<file path="config.mk">
export PLATFORM = sky130hd
export DESIGN_NAME = pipeline_hazard_controller_flat
export DESIGN_NICKNAME = d
export VERILOG_FILES = /design/src/rtl/pipeline_hazard_controller_if.sv /design/src/rtl/pipeline_hazard_controller.sv /design/src/flat_wrapper.sv
export SDC_FILE = /design/constraint.sdc
export NUM_CORES = 1
export LEC_CHECK = 0
export ABC_AREA = 1
export BUFFER_PORTS_ARGS = -buffer_cell sky130_fd_sc_hd__buf_2
export CAP_MARGIN = 20
export CORE_MARGIN = 5
export CORE_UTILIZATION = 45
export CTS_BUF_LIST = sky130_fd_sc_hd__clkbuf_8
export CTS_CLUSTER_DIAMETER = 150
export DETAILED_ROUTE_END_ITERATION = 10
export GPL_TIMING_DRIVEN = 0
export MAX_ROUTING_LAYER = met4
export PLACE_DENSITY = 0.72
export SLEW_MARGIN = 15
export SYNTH_ARGS = -nofsm -noshare
export SYNTH_HDL_FRONTEND = slang
export SYNTH_SLANG_ARGS = --single-unit
</file>
<file path="constraint.sdc">
create_clock -name clk -period 1.9 [get_ports clk]
set_clock_uncertainty 0.05 [all_clocks]
set_input_delay 0.095 -clock clk [delete_from_list [all_inputs] [get_ports clk]]
set_output_delay 0.095 -clock clk [all_outputs]
set_load 0.05 [all_outputs]
</file>
<file path="src/rtl/pipeline_hazard_controller_if.sv">
// Signal bundle between the semiMIPS pipeline datapath and the hazard controller.
// The datapath side (master) drives the ID/EX hazard flags; the controller
// side (slave) returns the pipeline enables, the mul/div handshake and the
// stall counter. dbg_state/dbg_mdcnt expose the controller FSM for checkers.
interface pipeline_hazard_controller_if #(
  parameter int REGW   = 5,
  parameter int CNTW   = 6,
  parameter int STALLW = 16
);
  logic [REGW-1:0]   idexrt;
  logic              idexmemrd;
  logic [REGW-1:0]   ifidrs;
  logic [REGW-1:0]   ifidrt;
  logic              idexmd;
  logic              ifidmd;
  logic              ifidhilo;
  logic              branchtaken;
  logic              stallclr;
  logic              pcen;
  logic              ifiden;
  logic              ifidflush;
  logic              ctrlsig;
  logic              mdstart;
  logic              mdbusy;
  logic              mddone;
  logic [STALLW-1:0] stallcount;
  logic              dbg_state;
  logic [CNTW-1:0]   dbg_mdcnt;

  modport master (
    output idexrt, idexmemrd, ifidrs, ifidrt, idexmd, ifidmd, ifidhilo,
           branchtaken, stallclr,
    input  pcen, ifiden, ifidflush, ctrlsig, mdstart, mdbusy, mddone,
           stallcount, dbg_state, dbg_mdcnt
  );

  modport slave (
    input  idexrt, idexmemrd, ifidrs, ifidrt, idexmd, ifidmd, ifidhilo,
           branchtaken, stallclr,
    output pcen, ifiden, ifidflush, ctrlsig, mdstart, mdbusy, mddone,
           stallcount, dbg_state, dbg_mdcnt
  );
endinterface

</file>
<file path="src/rtl/pipeline_hazard_controller.sv">
// Stall/flush sequencer for the 5-stage semiMIPS pipeline: load-use detection,
// mul/div busy-window ownership, branch squash and a saturating stall counter.
//
// Mul/div handshake: mdstart is a single-cycle pulse issued only from RUN when
// the EX instruction is a mul/div; mdbusy is high for exactly MDCYCLES cycles
// starting on the following cycle; mddone pulses on the last of those cycles,
// while mdbusy is still high. There is no back-pressure on the unit.
module pipeline_hazard_controller #(
  parameter int REGW     = 5,
  parameter int MDCYCLES = 32,
  parameter int CNTW     = 6,
  parameter int STALLW   = 16
) (
  input  logic                         clk,
  input  logic                         rstn,
  pipeline_hazard_controller_if.slave  hz
);

  typedef enum logic [0:0] {
    ST_RUN    = 1'b0,
    ST_MDWAIT = 1'b1
  } state_t;

  state_t            r_state;
  logic [CNTW-1:0]   r_mdcnt;
  logic [STALLW-1:0] r_stallcount;

  logic w_loaduse;
  logic w_busy;
  logic w_mdhaz;
  logic w_stall;
  logic w_pcen;
  logic w_ifiden;
  logic w_ifidflush;
  logic w_ctrlsig;
  logic w_mdstart;
  logic w_mddone;

  // Hazard terms; register 0 never produces a load-use stall.
  always_comb begin
    w_loaduse = hz.idexmemrd && (hz.idexrt != '0) &&
                ((hz.idexrt == hz.ifidrs) || (hz.idexrt == hz.ifidrt));
    w_busy    = (r_state == ST_MDWAIT);
    w_mdhaz   = w_busy && (hz.ifidmd || hz.ifidhilo);
    w_stall   = w_loaduse || w_mdhaz;
  end

  // Pipeline enables: reset bubble, then branch squash over stall over run.
  always_comb begin
    w_pcen      = 1'b0;
    w_ifiden    = 1'b0;
    w_ifidflush = 1'b0;
    w_ctrlsig   = 1'b1;
    w_mdstart   = 1'b0;
    w_mddone    = 1'b0;
    if (rstn) begin
      if (hz.branchtaken) begin
        w_pcen      = 1'b1;
        w_ifiden    = 1'b1;
        w_ifidflush = 1'b1;
        w_ctrlsig   = 1'b1;
      end else if (w_stall) begin
        w_pcen      = 1'b0;
        w_ifiden    = 1'b0;
        w_ifidflush = 1'b0;
        w_ctrlsig   = 1'b1;
      end else begin
        w_pcen      = 1'b1;
        w_ifiden    = 1'b1;
        w_ifidflush = 1'b0;
        w_ctrlsig   = 1'b0;
      end
      // mdstart follows idexmd even if branchtaken is also seen.
      w_mdstart = (r_state == ST_RUN) && hz.idexmd;
      w_mddone  = w_busy && (r_mdcnt == '0);
    end
  end

  // Mul/div window FSM; reset aborts an active window without a done pulse.
  always_ff @(posedge clk or negedge rstn) begin
    if (!rstn) begin
      r_state <= ST_RUN;
      r_mdcnt <= '0;
    end else begin
      case (r_state)
        ST_RUN: begin
          if (hz.idexmd) begin
            r_state <= ST_MDWAIT;
            r_mdcnt <= CNTW'(MDCYCLES - 1);
          end
        end
        ST_MDWAIT: begin
          // A second idexmd here is ignored: no restart.
          if (r_mdcnt == '0) begin
            r_state <= ST_RUN;
          end else begin
            r_mdcnt <= r_mdcnt - 1'b1;
          end
        end
        default: begin
          r_state <= ST_RUN;
          r_mdcnt <= '0;
        end
      endcase
    end
  end

  // Saturating count of cycles with the PC frozen; clear wins over increment.
  always_ff @(posedge clk or negedge rstn) begin
    if (!rstn) begin
      r_stallcount <= '0;
    end else if (hz.stallclr) begin
      r_stallcount <= '0;
    end else if (!w_pcen && (r_stallcount != '1)) begin
      r_stallcount <= r_stallcount + 1'b1;
    end
  end

  assign hz.pcen       = w_pcen;
  assign hz.ifiden     = w_ifiden;
  assign hz.ifidflush  = w_ifidflush;
  assign hz.ctrlsig    = w_ctrlsig;
  assign hz.mdstart    = w_mdstart;
  assign hz.mdbusy     = rstn && w_busy;
  assign hz.mddone     = w_mddone;
  assign hz.stallcount = r_stallcount;
  assign hz.dbg_state  = r_state;
  assign hz.dbg_mdcnt  = r_mdcnt;

endmodule

</file>
<file path="src/flat_wrapper.sv">
// flat-port wrapper written by rule: the top's interface ports become plain ports
module pipeline_hazard_controller_flat 
#(
  parameter int REGW     = 5,
  parameter int MDCYCLES = 32,
  parameter int CNTW     = 6,
  parameter int STALLW   = 16
)
  (clk, rstn, hz_idexrt, hz_idexmemrd, hz_ifidrs, hz_ifidrt, hz_idexmd, hz_ifidmd, hz_ifidhilo, hz_branchtaken, hz_stallclr, hz_pcen, hz_ifiden, hz_ifidflush, hz_ctrlsig, hz_mdstart, hz_mdbusy, hz_mddone, hz_stallcount, hz_dbg_state, hz_dbg_mdcnt);
  pipeline_hazard_controller_if #(.REGW(REGW), .CNTW(CNTW), .STALLW(STALLW)) hz_i ();
  input  logic clk;
  input  logic rstn;
  input wire logic [$bits(hz_i.idexrt)-1:0] hz_idexrt;
  input wire logic [$bits(hz_i.idexmemrd)-1:0] hz_idexmemrd;
  input wire logic [$bits(hz_i.ifidrs)-1:0] hz_ifidrs;
  input wire logic [$bits(hz_i.ifidrt)-1:0] hz_ifidrt;
  input wire logic [$bits(hz_i.idexmd)-1:0] hz_idexmd;
  input wire logic [$bits(hz_i.ifidmd)-1:0] hz_ifidmd;
  input wire logic [$bits(hz_i.ifidhilo)-1:0] hz_ifidhilo;
  input wire logic [$bits(hz_i.branchtaken)-1:0] hz_branchtaken;
  input wire logic [$bits(hz_i.stallclr)-1:0] hz_stallclr;
  output wire logic [$bits(hz_i.pcen)-1:0] hz_pcen;
  output wire logic [$bits(hz_i.ifiden)-1:0] hz_ifiden;
  output wire logic [$bits(hz_i.ifidflush)-1:0] hz_ifidflush;
  output wire logic [$bits(hz_i.ctrlsig)-1:0] hz_ctrlsig;
  output wire logic [$bits(hz_i.mdstart)-1:0] hz_mdstart;
  output wire logic [$bits(hz_i.mdbusy)-1:0] hz_mdbusy;
  output wire logic [$bits(hz_i.mddone)-1:0] hz_mddone;
  output wire logic [$bits(hz_i.stallcount)-1:0] hz_stallcount;
  output wire logic [$bits(hz_i.dbg_state)-1:0] hz_dbg_state;
  output wire logic [$bits(hz_i.dbg_mdcnt)-1:0] hz_dbg_mdcnt;
  assign hz_i.idexrt = hz_idexrt;
  assign hz_i.idexmemrd = hz_idexmemrd;
  assign hz_i.ifidrs = hz_ifidrs;
  assign hz_i.ifidrt = hz_ifidrt;
  assign hz_i.idexmd = hz_idexmd;
  assign hz_i.ifidmd = hz_ifidmd;
  assign hz_i.ifidhilo = hz_ifidhilo;
  assign hz_i.branchtaken = hz_branchtaken;
  assign hz_i.stallclr = hz_stallclr;
  assign hz_pcen = hz_i.pcen;
  assign hz_ifiden = hz_i.ifiden;
  assign hz_ifidflush = hz_i.ifidflush;
  assign hz_ctrlsig = hz_i.ctrlsig;
  assign hz_mdstart = hz_i.mdstart;
  assign hz_mdbusy = hz_i.mdbusy;
  assign hz_mddone = hz_i.mddone;
  assign hz_stallcount = hz_i.stallcount;
  assign hz_dbg_state = hz_i.dbg_state;
  assign hz_dbg_mdcnt = hz_i.dbg_mdcnt;
  pipeline_hazard_controller #(.REGW(REGW), .MDCYCLES(MDCYCLES), .CNTW(CNTW), .STALLW(STALLW)) u_core (.clk(clk), .rstn(rstn), .hz(hz_i));
endmodule
</file>
* After elaboration in Yosys (flattened, before gate mapping) *
Cells that the tools add are included.

storage, ports and cells
  logic and storage cells = 44
  register bits = 23
  output and inout bits = 30

cells by class
  add/subtract/negate cells = 2
  bitwise operators = 1
  eq/ne operators = 5
  mux-type cells = 18
  reductions and logical operators = 15

operators by type and width
  operator                                                             number
  16-bit 2-to-1 mux                                                    2
  16-bit by 1-bit adder with 16-bit output (second input constant)     1
  16-bit != test (second input constant)                               1
  1-bit 2-to-1 mux                                                     12
  6-bit 2-to-1 mux                                                     2
  6-bit case mux with 2 select lines                                   1
  5-bit equality test                                                  2
  1-bit logical AND                                                    7
  6-bit logical NOT                                                    1
  6-bit by 1-bit subtractor with 6-bit output (second input constant)  1
  5-bit nonzero test                                                   1
  2-bit != test (second input constant)                                2
  1-bit logical OR                                                     3
  1-bit case mux with 2 select lines                                   1
  2-bit AND reduction                                                  1
  2-bit nonzero test                                                   1
  1-bit logical NOT                                                    1
  1-bit NOT                                                            1

* Logic depth before layout (Yosys ltp) *
  depth after elaboration = 11
  mapped depth = 13
  mapped depth without buffers = 12

* Least setup slack after synthesis *
No wires, ideal clock.

  path kind = reg2reg
  start = register u_core.r_stallcount[0] (netlist: u_core.hz.stallcount[0])
  end = register u_core.r_stallcount[4] (netlist: u_core.hz.stallcount[4])
  required time = 1.731 ns
  slack = -0.245 ns
  buffers on the path = 1
  period minus slack after synthesis = 2.145 ns
  stages on the path, launching flop included = 12
  data arrival time = 1.976 ns
  path through = dfrtp_1 -> ha_1 -> nand2_2 -> nor2_4 -> nand4_4 -> nor2_4 -> nand4_2 -> nand3_4 -> nand2_4 -> buf_6 -> nand2_1 -> nand2_1

between the ends
  longest elaborated chain between the ends = 3
  elaborated cells on any way between the ends = 6

ends and longest elaborated chain
  what                                                                        line                                                                  RTL
  from (decl)                                                                 pipeline_hazard_controller.sv:26                                      logic [STALLW-1:0] r_stallcount;
  from (signal assigned)                                                      pipeline_hazard_controller.sv:115                                     r_stallcount <= r_stallcount + 1'b1;
  16-bit by 1-bit adder with 16-bit output or 16-bit != test (tied branches)  pipeline_hazard_controller.sv:115, pipeline_hazard_controller.sv:114
  16-bit 2-to-1 mux or 1-bit logical AND (tied branches)                      pipeline_hazard_controller.sv:114                                     end else if (!w_pcen && (r_stallcount != '1)) begin
  16-bit 2-to-1 mux or 2-bit nonzero test (tied branches)                     --

Several ways; a longest one is shown, not always the timed one. The select of a mux whose other input is x is not followed.
A chain may end at the register's enable or synchronous reset.

* Worst setup path in the final report *
  start = register u_core.r_stallcount[0] (netlist: u_core.hz.stallcount[0])
  end = register u_core.r_stallcount[9] (netlist: u_core.hz.stallcount[9])

Same word-level chain as after synthesis.

==> impl_metrics.toml <==
[clock_network]
cts_tree = "built"
clockBufferDepth = 2
clk_pin_slew_ps = 90
numCtsBuffers = 3
cts.htree.levels = 1
clk_latency_ps = 270
cts-root-buf = "clkbuf_8"
clock-sinks = 23

[floorplanning]
rows = 22
ios = 53
dieArea_mm2 = 0.00508
core_area_mm2 = 0.00366
die_y_um = 71.2
die_w_um = 71.2
start_util_pct = 46.1

[min_path]
min-delay-start = "hz_idexmd"
hold_path.class = "input port to flip-flop"

[global_route]
antenna_found_initial = 0
grt_pass1_vias = 1663
grt_max_degree = 24
grt-ovfl-total = 0
grt_pass1_wl_um = 6760
track_usage_pct = 16.4

[setup_path]
crit_end = "u_core.hz.stallcount[9]"
worstPathArrival_ps = 1940
reg2reg_from = "u_core.hz.stallcount[0]"
startpoint_type = "flip-flop"
worstSetupPathType = "flip-flop to flip-flop"
crit_required_ps = 2010
critPathLaunch = "u_core.hz.stallcount[0]"
cp_max_fo = 10
reg2reg_depth = 11
timing.rr.end = "u_core.hz.stallcount[9]"
end_kind = "flip-flop"
r2r_setup_slack_ps = 70

[yosys]
ys_warn_count = 0
synth_top_area_share_pct = 34.1
seq_area_frac_synth_pct = 34.1
synth_seq_cells = 23
syn_area_per_cell_um2 = 6.65
synthCells = 254
synth_area_leaders = "dfrtp_1 (34%), nand2_1 (19%), nand3_1 (8.0%)"
syn_nets = 279
syn-cell-area_mm2 = 0.00169
synth_top_cell_by_area = "dfrtp_1"
ys_types = 32

[routing]
via_per_inst = 4.77
drc_errors = 0
wl_met2_um = 1990
avgRoutedWirePerCell_um = 11.1
wl_met1_um = 1810
wirelength_um = 4070
ant_nets = 0
top_layer_used = "met4"
drt-pass1-iter-count = 4
wl_met3_um = 170
drt_iter0_markers = 78
num_vias = 1752

[power_and_ir_drop]
finalPower_w = 0.00181
power_frac_comb_pct = 46.6
ir_drop_mv = 0.564
power_density_mw_per_mm2 = 837
swShare_pct = 46.9
leakage_nw = 1.23
p_clk_share_pct = 16.9
switchingPower_w = 0.000849
pwr-share-seq_pct = 36.4
p_int_w = 0.000960

[timing]
slew_violations = 0
rsz0062_at_grt = "true"
min_period_ps = 1830
setup_violations = 0
final.period_utilization_pct = 96.5
slew_headroom_pct = 65.6
hold_ws_ps = 143
hold_viol_final = 0
max_freq_mhz = 546
tightestPinTransition_ps = 517

[cells_and_area]
final_cell_mix = "nand2_1 (84), buf_2 (52), inv_1 (34), nor2_1 (34), nand3_1 (27)"
antenna_cells = 0
layout_commonest_cell = "nand2_1"
fin_cells = 367
drive_above_1_share_pct = 27.3
area_delta_synth_final_pct = 28.0
final_nets = 345

[status]
status = "complete, no violations"

[place]
dp_cells = 353
dp_hpwl_um = 3080
port-buffer-count = 51
place_congestion = 0.834

[flow_run]
cap_violations = 0
worst max-delay path, stage by stage (launching register included):
cell	delay [ps]
dfrtp_2	430
ha_4	160
nand2_4	60
nor2_4	160
nand4_4	110
nor2_4	160
nand4_4	100
nand3_4	130
nand2_4	100
buf_8	160
nand2_1	60
nand2_1	50
per-layer routing:
metal | vias up | GRT usage, %
li1 | 917 | -
met1 | 784 | 19.4
met2 | 43 | 29.1
met3 | 8 | 0.982
met4 | 0 | 6.05
met5 | - | -
layout make-up:
cell class,instances,area [um2]
fill,356,1500
buffer,6,45.0
tap,48,60.1
timing repair buffer,61,330
inverter,36,135
multi-input combinational,189,965
clock inverter,1,3.75
clock buffer,3,41.3
sequential,23,581
metrics by stage:
stage	cell area, um2	utilization [%]	worst slack [ps]	TNS [ps]
after CTS	2080	56.8	39.3	0
final	2160	59.0	66.9	0
after floorplan	1710	-	-9.28	-82.9
after global routing	2160	59.0	-50.1	-436
after global placement	2030	55.3	80.3	0
after detailed placement	2030	55.3	60.8	0
worst min path at each step:
stage | end | cells after the start | slack [ps]
floorplan | u_core.hz.dbg_mdcnt[0] | 0 | -250
global placement | u_core.hz.dbg_state | 1 | 80
detailed placement | u_core.hz.dbg_state | 1 | 80
CTS | u_core.hz.dbg_mdcnt[2] | 3 | 130
global route | u_core.hz.dbg_mdcnt[3] | 3 | 180
finish | u_core.hz.dbg_mdcnt[2] | 3 | 140
power groups by stage:
stage	sequential [W]	combinational (W)	clock, W
3_5_place_dp	0.000669	0.000812	0
5_1_grt	0.000673	0.000911	0.000327
6_report	0.000659	0.000844	0.000307
4_1_cts	0.000659	0.000815	0.000311
3_3_place_gp	0.000664	0.000799	0
2_1_floorplan	0.000915	0.000353	0
sequential cells by signal, summed over array words and instances, names as in the netlist:
name and flops:
u_core.hz.dbg_mdcnt 6, u_core.hz.dbg_state 1, u_core.hz.stallcount 16
repair_timing:
item / in CTS / in global routing
endpoints found under the setup margin: 0 / 11
endpoints found under the hold margin: 23 / 23
buffers inserted: 0 / 8
hold buffers: 1 / 1
resized for setup: 0 / 3
synthesized netlist by cell type:
master	number
nand2_4	1
nand4_4	1
buf_6	2
o21a_1	1
nand4_1	2
nand2_1	85
a211oi_1	1
ha_1	2
dfrtp_1	23
or2_2	2
nor2_2	1
nor3_2	1
nor3_1	3
xor2_1	6
nand3_4	1
clkbuf_1	3
xnor2_1	5
o211ai_1	1
nor2_4	2
o21bai_1	1
inv_2	2
nand4_2	1
buf_4	1
inv_1	33
o21ai_0	5
nor2_1	34
clkinv_1	1
o22ai_1	1
nor4_1	1
a21oi_1	1
nand3_1	27
nand2_2	3
cell families after synthesis:
family | after synthesis | synth area share [%]
flip-flops | 23 | 34.1
AO/OA/AOI/OAI | 11 | 3.93
adder cells (fa/ha/maj) | 2 | 1.48
AND/OR/NAND/NOR | 165 | 44.3
buffers and inverters | 42 | 10.5
XOR/XNOR | 11 | 5.71
No activity file was read; power rests on OpenSTA's default activity.
